===== src/rtl/uart_rx_pkg.sv =====
// Shared types and constants for the UART receive control stage.
package uart_rx_pkg;

    typedef enum logic [1:0] {
        IDLE,
        RECEIVE,
        STOP_CHK,
        LOAD
    } rx_state_t;

    localparam int DATA_MIN        = 5;
    localparam int SYNC_STAGES_MAX = 3;

    // Out-of-range frame sizes fall back to the full buffer width.
    function automatic logic [3:0] eff_size(input logic [3:0] size, input int data_w);
        if (int'(size) < DATA_MIN || int'(size) > data_w) begin
            return 4'(data_w);
        end
        return size;
    endfunction

endpackage


===== src/rtl/rx_sync_edge.sv =====
// Serial-line synchronizer with a falling-edge (start bit) detector.
// Both the chain and the edge register reset to the idle-high line level.
module rx_sync_edge
    import uart_rx_pkg::*;
#(
    parameter int SYNC_STAGES = 2
)
(
    input  logic clk,
    input  logic rst,
    input  logic serial_i,
    output logic sync_bit_o,
    output logic start_edge_o
);

    localparam int STAGES = (SYNC_STAGES > SYNC_STAGES_MAX) ? SYNC_STAGES_MAX :
                            (SYNC_STAGES < 2) ? 2 : SYNC_STAGES;

    logic [STAGES-1:0] sync_q;
    logic              prev_q;

    always_ff @(posedge clk) begin
        if (rst) begin
            sync_q <= '1;
            prev_q <= 1'b1;
        end else begin
            sync_q <= {sync_q[STAGES-2:0], serial_i};
            prev_q <= sync_q[STAGES-1];
        end
    end

    assign sync_bit_o   = sync_q[STAGES-1];
    assign start_edge_o = prev_q & ~sync_q[STAGES-1];

endmodule


===== src/rtl/uart_rx_ctrl.sv =====
// UART receive control: start detection, LSB-first shift-in, stop check and
// output buffer with ready/read handshake. Optional parity via UART_RX_PARITY_EN.
//
//   state    | meaning
//   ---------+-----------------------------------------------------------
//   IDLE     | line idle, waiting for a 1->0 start edge
//   RECEIVE  | timer running; shift a sample in on each shift_enable
//   STOP_CHK | inspect stop bit (and parity); framing error returns to IDLE
//   LOAD     | copy right-aligned data into the buffer, raise data_ready
module uart_rx_ctrl
    import uart_rx_pkg::*;
#(
    parameter int DATA_W      = 8,
    parameter int SYNC_STAGES = 2
)
(
    input  logic              clk,
    input  logic              rst,
    input  logic              serial_in,
    input  logic [3:0]        data_size,
    input  logic              shift_enable,
    input  logic              packet_done,
    input  logic              data_read,
`ifdef UART_RX_PARITY_EN
    input  logic              parity_odd,
    output logic              parity_error,
`endif
    output logic              enable_timer,
    output logic [3:0]        timer_data_size,
    output logic [DATA_W-1:0] rx_data,
    output logic              data_ready,
    output logic              framing_error,
    output logic              overrun_error
);

`ifdef UART_RX_PARITY_EN
    localparam int          SR_W     = DATA_W + 2;
    localparam logic [3:0]  PAR_BITS = 4'd1;
`else
    localparam int          SR_W     = DATA_W + 1;
    localparam logic [3:0]  PAR_BITS = 4'd0;
`endif

    rx_state_t         state_q, state_d;
    logic [SR_W-1:0]   shift_q, shift_d;
    logic [3:0]        size_q, size_d;
    logic [3:0]        tsize_q, tsize_d;
    logic [DATA_W-1:0] rx_data_q, rx_data_d;
    logic              ready_q, ready_d;
    logic              ferr_q, ferr_d;
    logic              ovr_q, ovr_d;
`ifdef UART_RX_PARITY_EN
    logic              perr_q, perr_d;
`endif

    logic              sync_bit;
    logic              start_edge;
    logic [DATA_W-1:0] data_aligned;

    rx_sync_edge #(
        .SYNC_STAGES (SYNC_STAGES)
    ) u_sync_edge (
        .clk          (clk),
        .rst          (rst),
        .serial_i     (serial_in),
        .sync_bit_o   (sync_bit),
        .start_edge_o (start_edge)
    );

    // Data bits land at the top of the low DATA_W bits; shift down to right-align.
    assign data_aligned = shift_q[DATA_W-1:0] >> (DATA_W - int'(size_q));

    always_ff @(posedge clk) begin
        if (rst) begin
            state_q   <= IDLE;
            shift_q   <= '0;
            size_q    <= '0;
            tsize_q   <= '0;
            rx_data_q <= '0;
            ready_q   <= 1'b0;
            ferr_q    <= 1'b0;
            ovr_q     <= 1'b0;
`ifdef UART_RX_PARITY_EN
            perr_q    <= 1'b0;
`endif
        end else begin
            state_q   <= state_d;
            shift_q   <= shift_d;
            size_q    <= size_d;
            tsize_q   <= tsize_d;
            rx_data_q <= rx_data_d;
            ready_q   <= ready_d;
            ferr_q    <= ferr_d;
            ovr_q     <= ovr_d;
`ifdef UART_RX_PARITY_EN
            perr_q    <= perr_d;
`endif
        end
    end

    always_comb begin
        state_d      = state_q;
        shift_d      = shift_q;
        size_d       = size_q;
        tsize_d      = tsize_q;
        rx_data_d    = rx_data_q;
        ready_d      = ready_q;
        ferr_d       = ferr_q;
        ovr_d        = ovr_q;
`ifdef UART_RX_PARITY_EN
        perr_d       = perr_q;
`endif
        enable_timer = 1'b0;

        if (data_read) begin
            ready_d = 1'b0;
            ovr_d   = 1'b0;
        end

        case (state_q)
            IDLE: begin
                if (start_edge) begin
                    ferr_d  = 1'b0;
`ifdef UART_RX_PARITY_EN
                    perr_d  = 1'b0;
`endif
                    size_d  = eff_size(data_size, DATA_W);
                    tsize_d = eff_size(data_size, DATA_W) + PAR_BITS;
                    shift_d = '0;
                    state_d = RECEIVE;
                end
            end
            RECEIVE: begin
                enable_timer = 1'b1;
                if (shift_enable) begin
                    shift_d = {sync_bit, shift_q[SR_W-1:1]};
                end
                if (packet_done) begin
                    state_d = STOP_CHK;
                end
            end
            STOP_CHK: begin
`ifdef UART_RX_PARITY_EN
                if ((^{data_aligned, shift_q[DATA_W]}) != parity_odd) begin
                    perr_d = 1'b1;
                end
`endif
                if (shift_q[SR_W-1]) begin
                    state_d = LOAD;
                end else begin
                    ferr_d  = 1'b1;
                    state_d = IDLE;
                end
            end
            LOAD: begin
                rx_data_d = data_aligned;
                // A read arriving with the load acknowledges the old byte, so no overrun.
                if (ready_q && !data_read) begin
                    ovr_d = 1'b1;
                end
                ready_d = 1'b1;
                state_d = IDLE;
            end
            default: state_d = IDLE;
        endcase
    end

    assign timer_data_size = tsize_q;
    assign rx_data         = rx_data_q;
    assign data_ready      = ready_q;
    assign framing_error   = ferr_q;
    assign overrun_error   = ovr_q;
`ifdef UART_RX_PARITY_EN
    assign parity_error    = perr_q;
`endif

endmodule


===== config.mk =====
export PLATFORM = sky130hd
export DESIGN_NAME = uart_rx_ctrl
export DESIGN_NICKNAME = d
export VERILOG_FILES = /design/src/rtl/uart_rx_pkg.sv /design/src/rtl/rx_sync_edge.sv /design/src/rtl/uart_rx_ctrl.sv
export SDC_FILE = /design/constraint.sdc
export NUM_CORES = 1
export LEC_CHECK = 0
export BUFFER_PORTS_ARGS = -buffer_cell sky130_fd_sc_hd__buf_4
export CAP_MARGIN = 15
export CORE_MARGIN = 2
export CORE_UTILIZATION = 49
export CTS_CLUSTER_DIAMETER = 60
export CTS_CLUSTER_SIZE = 28
export DETAILED_ROUTE_END_ITERATION = 10
export GPL_ROUTABILITY_DRIVEN = 0
export GPL_TIMING_DRIVEN = 1
export PLACE_DENSITY = 0.76
export RECOVER_POWER = 100
export REMOVE_ABC_BUFFERS = 1
export SLEW_MARGIN = 5
export SYNTH_ARGS = -nofsm -noshare
export SYNTH_HDL_FRONTEND = slang
export SYNTH_HIERARCHICAL = 1
export SYNTH_SLANG_ARGS = --single-unit
export TNS_END_PERCENT = 30

===== constraint.sdc =====
create_clock -name clk -period 1.7 [get_ports clk]
set_clock_uncertainty 0.1 [all_clocks]
set_input_delay 0.17 -clock clk [delete_from_list [all_inputs] [get_ports clk]]
set_output_delay 0.17 -clock clk [all_outputs]
set_load 0.02 [all_outputs]

### After elaboration in Yosys (flattened, before gate mapping)

Cells that the tools add are included.
Widths: inputs -> output; s select.

* bits in registers: 29
* input bits: 10
* output and inout bits: 16
* word-level logic and storage cells: 54

* add/subtract/negate cells: 1
* $lt $le $gt $ge: 2
* equal/unequal tests: 7
* shift-type cells: 1
* multiplexer cells: 21
* bitwise gates (word level): 2
* reduce and logical (&&, ||, !) cells: 11

Operators with widths (count)
* $shr 8x32->8: 1
* $mux 9: 2
* $pmux 9 s2: 1
* $mux 1: 11
* $mux 4: 2
* $ne 2x2->1 const B: 4
* $pmux 2 s4: 1
* $mux 2: 3
* $reduce_and 3->1: 2
* $reduce_bool 2->1: 3
* $sub 4x4->5 const A: 1
* $eq 2x2->1 const B: 2
* $gt 4x4->1 const B: 1
* $lt 4x3->1 const B: 1
* $reduce_and 2->1: 2
* $eq 2x1->1 const B: 1
* $logic_not 2->1: 1
* $pmux 1 s2: 1
* $and 1x1->1: 1
* $logic_and 1x1->1: 1
* $logic_not 1->1: 1
* $logic_or 1x1->1: 1
* $not 1->1: 1

### Depth between registers and ports, before layout

* depth after elaboration: 6
* depth in mapped cells: 9
* depth with buffers taken out: 6

### Cells and area by module

Netlist, hierarchy kept.

Modules (own cells, without submodules)
* uart_rx_ctrl: times used 1, cells each 159, area each 1332.5 sq um, sequential area each 520.5 sq um
* rx_sync_edge: times used 1, cells each 7, area each 85.1 sq um, sequential area each 60.1 sq um

### Worst setup path after synthesis

OpenSTA, ideal clock, no wires.

* kind: register -> register
* start point: register, netlist name timer_data_size[0]
* end point: register rx_data_q[2] (netlist: rx_data[2])
* setup time: 0.060 ns
* data arrival time: 1.849 ns
* data required time: 1.540 ns
* slack: -0.309 ns
* stages on the path, launching flop included: 9
* buffers on the path: 2
* period minus slack after synthesis: 2.009 ns
* cell sequence: dfxtp_1 buf_6 buf_6 inv_1 ha_1 or3b_4 a211oi_2 a31o_1 a22o_1

RTL lines
* end signal, assigned: RTL line uart_rx_ctrl.sv:91 `rx_data_q <= rx_data_d;`
* end, declared: RTL line uart_rx_ctrl.sv:48 `logic [DATA_W-1:0] rx_data_q, rx_data_d;`

### Worst setup path in the final report

* start point: register state_q[0]
* end point: output enable_timer

* cells in the longest elaborated chain, start to end: 2

RTL lines
* start, declared: RTL line uart_rx_ctrl.sv:44 `rx_state_t state_q, state_d;`
* start signal, assigned: RTL line uart_rx_ctrl.sv:87 `state_q <= state_d;`
* $eq 2x1->1: RTL line uart_rx_ctrl.sv:120 `case (state_q)`
* $mux 1: RTL line uart_rx_ctrl.sv:120
* end, declared: RTL line uart_rx_ctrl.sv:28 `output logic enable_timer,`

Every way passes these cells.

==> results_dict.tcl <==
set metrics [dict create \
    fin_ws_ns 0.0782 \
    synthCells 166 \
    synthSimpleGateAreaFrac_pct 24.4 \
    synth_cell_types 39 \
    ir_drop_mv 0.725 \
    multi_input_area_um2 787 \
    drt-initial-drc-count 42 \
    crit_arrival_ns 1.35 \
    clkTransAtPathRegs_ns 0.10 \
    routed_wl_um 3320 \
    die_area_um2 3340 \
    core_area_um2 2760 \
    yosys_warnings 6 \
    vias 1312 \
    synth_area_leaders "dfxtp_1, a21oi_1, nand2_1, mux2i_1, nand3_1" \
    placed_cell_area_um2 1650 \
    antenna_cells 0 \
    vias_per_cell 5.66 \
    synth-edff-count 0 \
    cp-start-kind "flop" \
    rsz0062_at_grt "yes" \
    timing.final.crit_period_ns 1.62 \
    clockBufferDepth 2 \
    yosysTopAreaCell "dfxtp_1" \
    start_util_pct 51.4 \
    cp_slowest_cell "dfxtp_2" \
    synthMuxAreaShare_pct 9.53 \
    hpwl_um 2310 \
    finalCritPeriodShare_pct 95.4 \
    p_total_w 0.00120 \
    criticalPathCategory "reg2out" \
    path_max_fanout 12 \
    worst_pin_slew_ns 0.532 \
    antenna_left 0 \
    ios 26 \
    port_buffers 25 \
    setup_viol 0 \
    avgRoutedWirePerCell_um 14.3 \
    leakagePower_nw 0.612 \
    drv_slew 0 \
    worstPathRequired_ns 1.43 \
    powerDensity_nw_per_um2 700 \
    n_fill_cell 259 \
    timing.fmax_ghz 0.617 \
    drv_cap 0 \
    synth-xor-area-share_pct 1.15 \
    synth_seq_cells 29 \
    cpPeakStageDelay_ns 0.44 \
    clock_sinks 29 \
    grt_max_degree 15 \
    synth_compound_area_share_pct 17.3 \
    grt_pass1_vias 1211 \
    final_cell_area_um2 1720 \
    seq_area_frac_synth_pct 41.0 \
    chipHeight_um 57.8 \
    cts_buffers 5 \
    cp_common_cell "buf_4" \
    yosysMostFrequentCell "dfxtp_1" \
    synthArstFlopShare_pct 0 \
    grt_usage_pct 20.8 \
    yosys.area_share.adder_pct 0.883 \
    grt_pass1_wl_um 5330 \
    fin_nets 211 \
    ctsHtreeMaxLevel 2 \
    slew_headroom_pct 64.2 \
    core.rowCount 19 \
    overflow 0 \
    path_cells "nor2b_2 > buf_4 > buf_4" \
    hold_violations 0 \
    dr.pass1.iters 4 \
    die_w_um 57.8 \
    antenna_found_initial 0 \
    drive_above_1_share_pct 20.9 \
    critPathCaptureType "output pin" \
    crit_buf_inv 2 \
    clkLatencyLatePin_ns 0.33 \
    fin_tns_setup_ns 0 \
    crit_cells 3 \
    tritoncts "built" \
    worst-r2r-cell-count 6 \
    cts_setup_buffers 0 \
    syn_area_um2 1420 \
    min_path_type "in2reg" \
    regArea_um2 582 \
    drc 0 \
    synthToLayoutAreaGrowth_pct 21.4 \
    synth_top_family_by_area "simple AND/OR/NAND/NOR gates" \
    netlist.area_leader.share_pct 41.0 \
    ys_top_cells_by_count "dfxtp_1, nand2_1, a21oi_1" \
    path_delay_family "flip-flops" \
    synth_flop_cell "dfxtp_1" \
    hold_depth 3 \
    dpl_worst_slack_ns 0.00538 \
    syn_area_per_cell_um2 8.54 \
    clock-root-buffer "clkbuf_4" \
    status "completed" \
]
placed cells by master, fill, tap and decap left out, types with 3 or more instances in the layout:
cell type | synthesis | routed
nand3_1 | 16 | 16
a21oi_1 | 23 | 23
nand2b_1 | 3 | 3
o21ai_0 | 3 | 3
buf_4 | 2 | 21
clkbuf_1 | 4 | 13
nor3_1 | 3 | 3
mux2i_1 | 9 | 9
dlygate4sd3_1 | 0 | 3
nand2_1 | 25 | 25
or2_1 | 4 | 4
nor2_1 | 7 | 7
dfxtp_1 | 29 | 28
clkbuf_4 | 0 | 6
inv_1 | 4 | 4
worst min-delay path, delay by kind of cell:
family | cells | cell delay (ns)
buffers and inverters | 1 | 0.11
AND/OR/NAND/NOR | 1 | 0.06
AO/OA/AOI/OAI | 1 | 0.06
power breakdown:
part           internal (W)  switching [W]  leakage, nW
Clock              0.000155       0.000251       0.0310
Sequential         0.000686     0.00000898        0.235
Combinational     0.0000471      0.0000570        0.346
metal layers:
| layer | vias to the layer above | GRT usage, % | wire, um |
|---|---|---|---|
| met1 | 615 | 23.6 | 1390 |
| met4 | 0 | 10.3 | 60 |
| met3 | 8 | 6.47 | 186 |
| met5 | - | 0 | 0 |
| met2 | 39 | 35.4 | 1690 |
| li1 | 650 | - | - |
registers in the layout (all words and copies together), names as in the netlist:
name / cells
shift_q: 9
rx_data: 8
timer_data_size: 4
state_q: 2
u_sync_edge/sync_q: 2
data_ready: 1
framing_error: 1
overrun_error: 1
u_sync_edge/prev_q: 1
per-stage QoR:
stage          utilization (%)  hold slack [ns]  cells
3_3_place_gp              59.9            0.242    221
5_1_grt                   62.4           0.0137    232
2_1_floorplan                -            0.139    155
3_5_place_dp              59.9            0.250    221
4_1_cts                   63.1          0.00265    232
6_report                  62.4           0.0152    232
timing repair:
item | in CTS | in global routing
gates resized for setup | 2 | 4
endpoints found under the hold margin | 3 | 0
hold buffers | 3 | 0
pin swaps | 0 | 1
endpoints found under the setup margin | 5 | 6
logic make-up (layout without fill, tap and decap cells):
family	count (synthesis)	after routing
and+or+nand+nor	69	69
AOI/OAI and AO/OA	40	40
DFF	29	29
buffers and inverters	15	50
muxes	11	11
adders and majority gates	1	1
xor gates and xnor gates	1	1
worst paths after layout:
check | end | startpoint | slack, ns
max reg2reg | rx_data[2]$_SDFFE_PP0P_ | timer_data_size[0]$_SDFFE_PP0P_ | 0.10
max | enable_timer | state_q[0]$_SDFFE_PP0P_ | 0.08
min | timer_data_size[0]$_SDFFE_PP0P_ | data_size[0] | 0.02
min reg2reg | u_sync_edge/sync_q[1]$_SDFF_PP1_ | u_sync_edge/sync_q[0]$_SDFF_PP1_ | 0.32
layout make-up:
class / instances / share of cell area, %
multi-input cells: 122 / 45.7
inverters: 4 / 0.872
clock buffers: 5 / 2.18
clock inverters: 3 / 1.02
flip-flops and latches: 29 / 33.8
well taps: 31 / 2.25
repair buffers: 38 / 14.2
No activity file was read; power rests on OpenSTA's default activity.
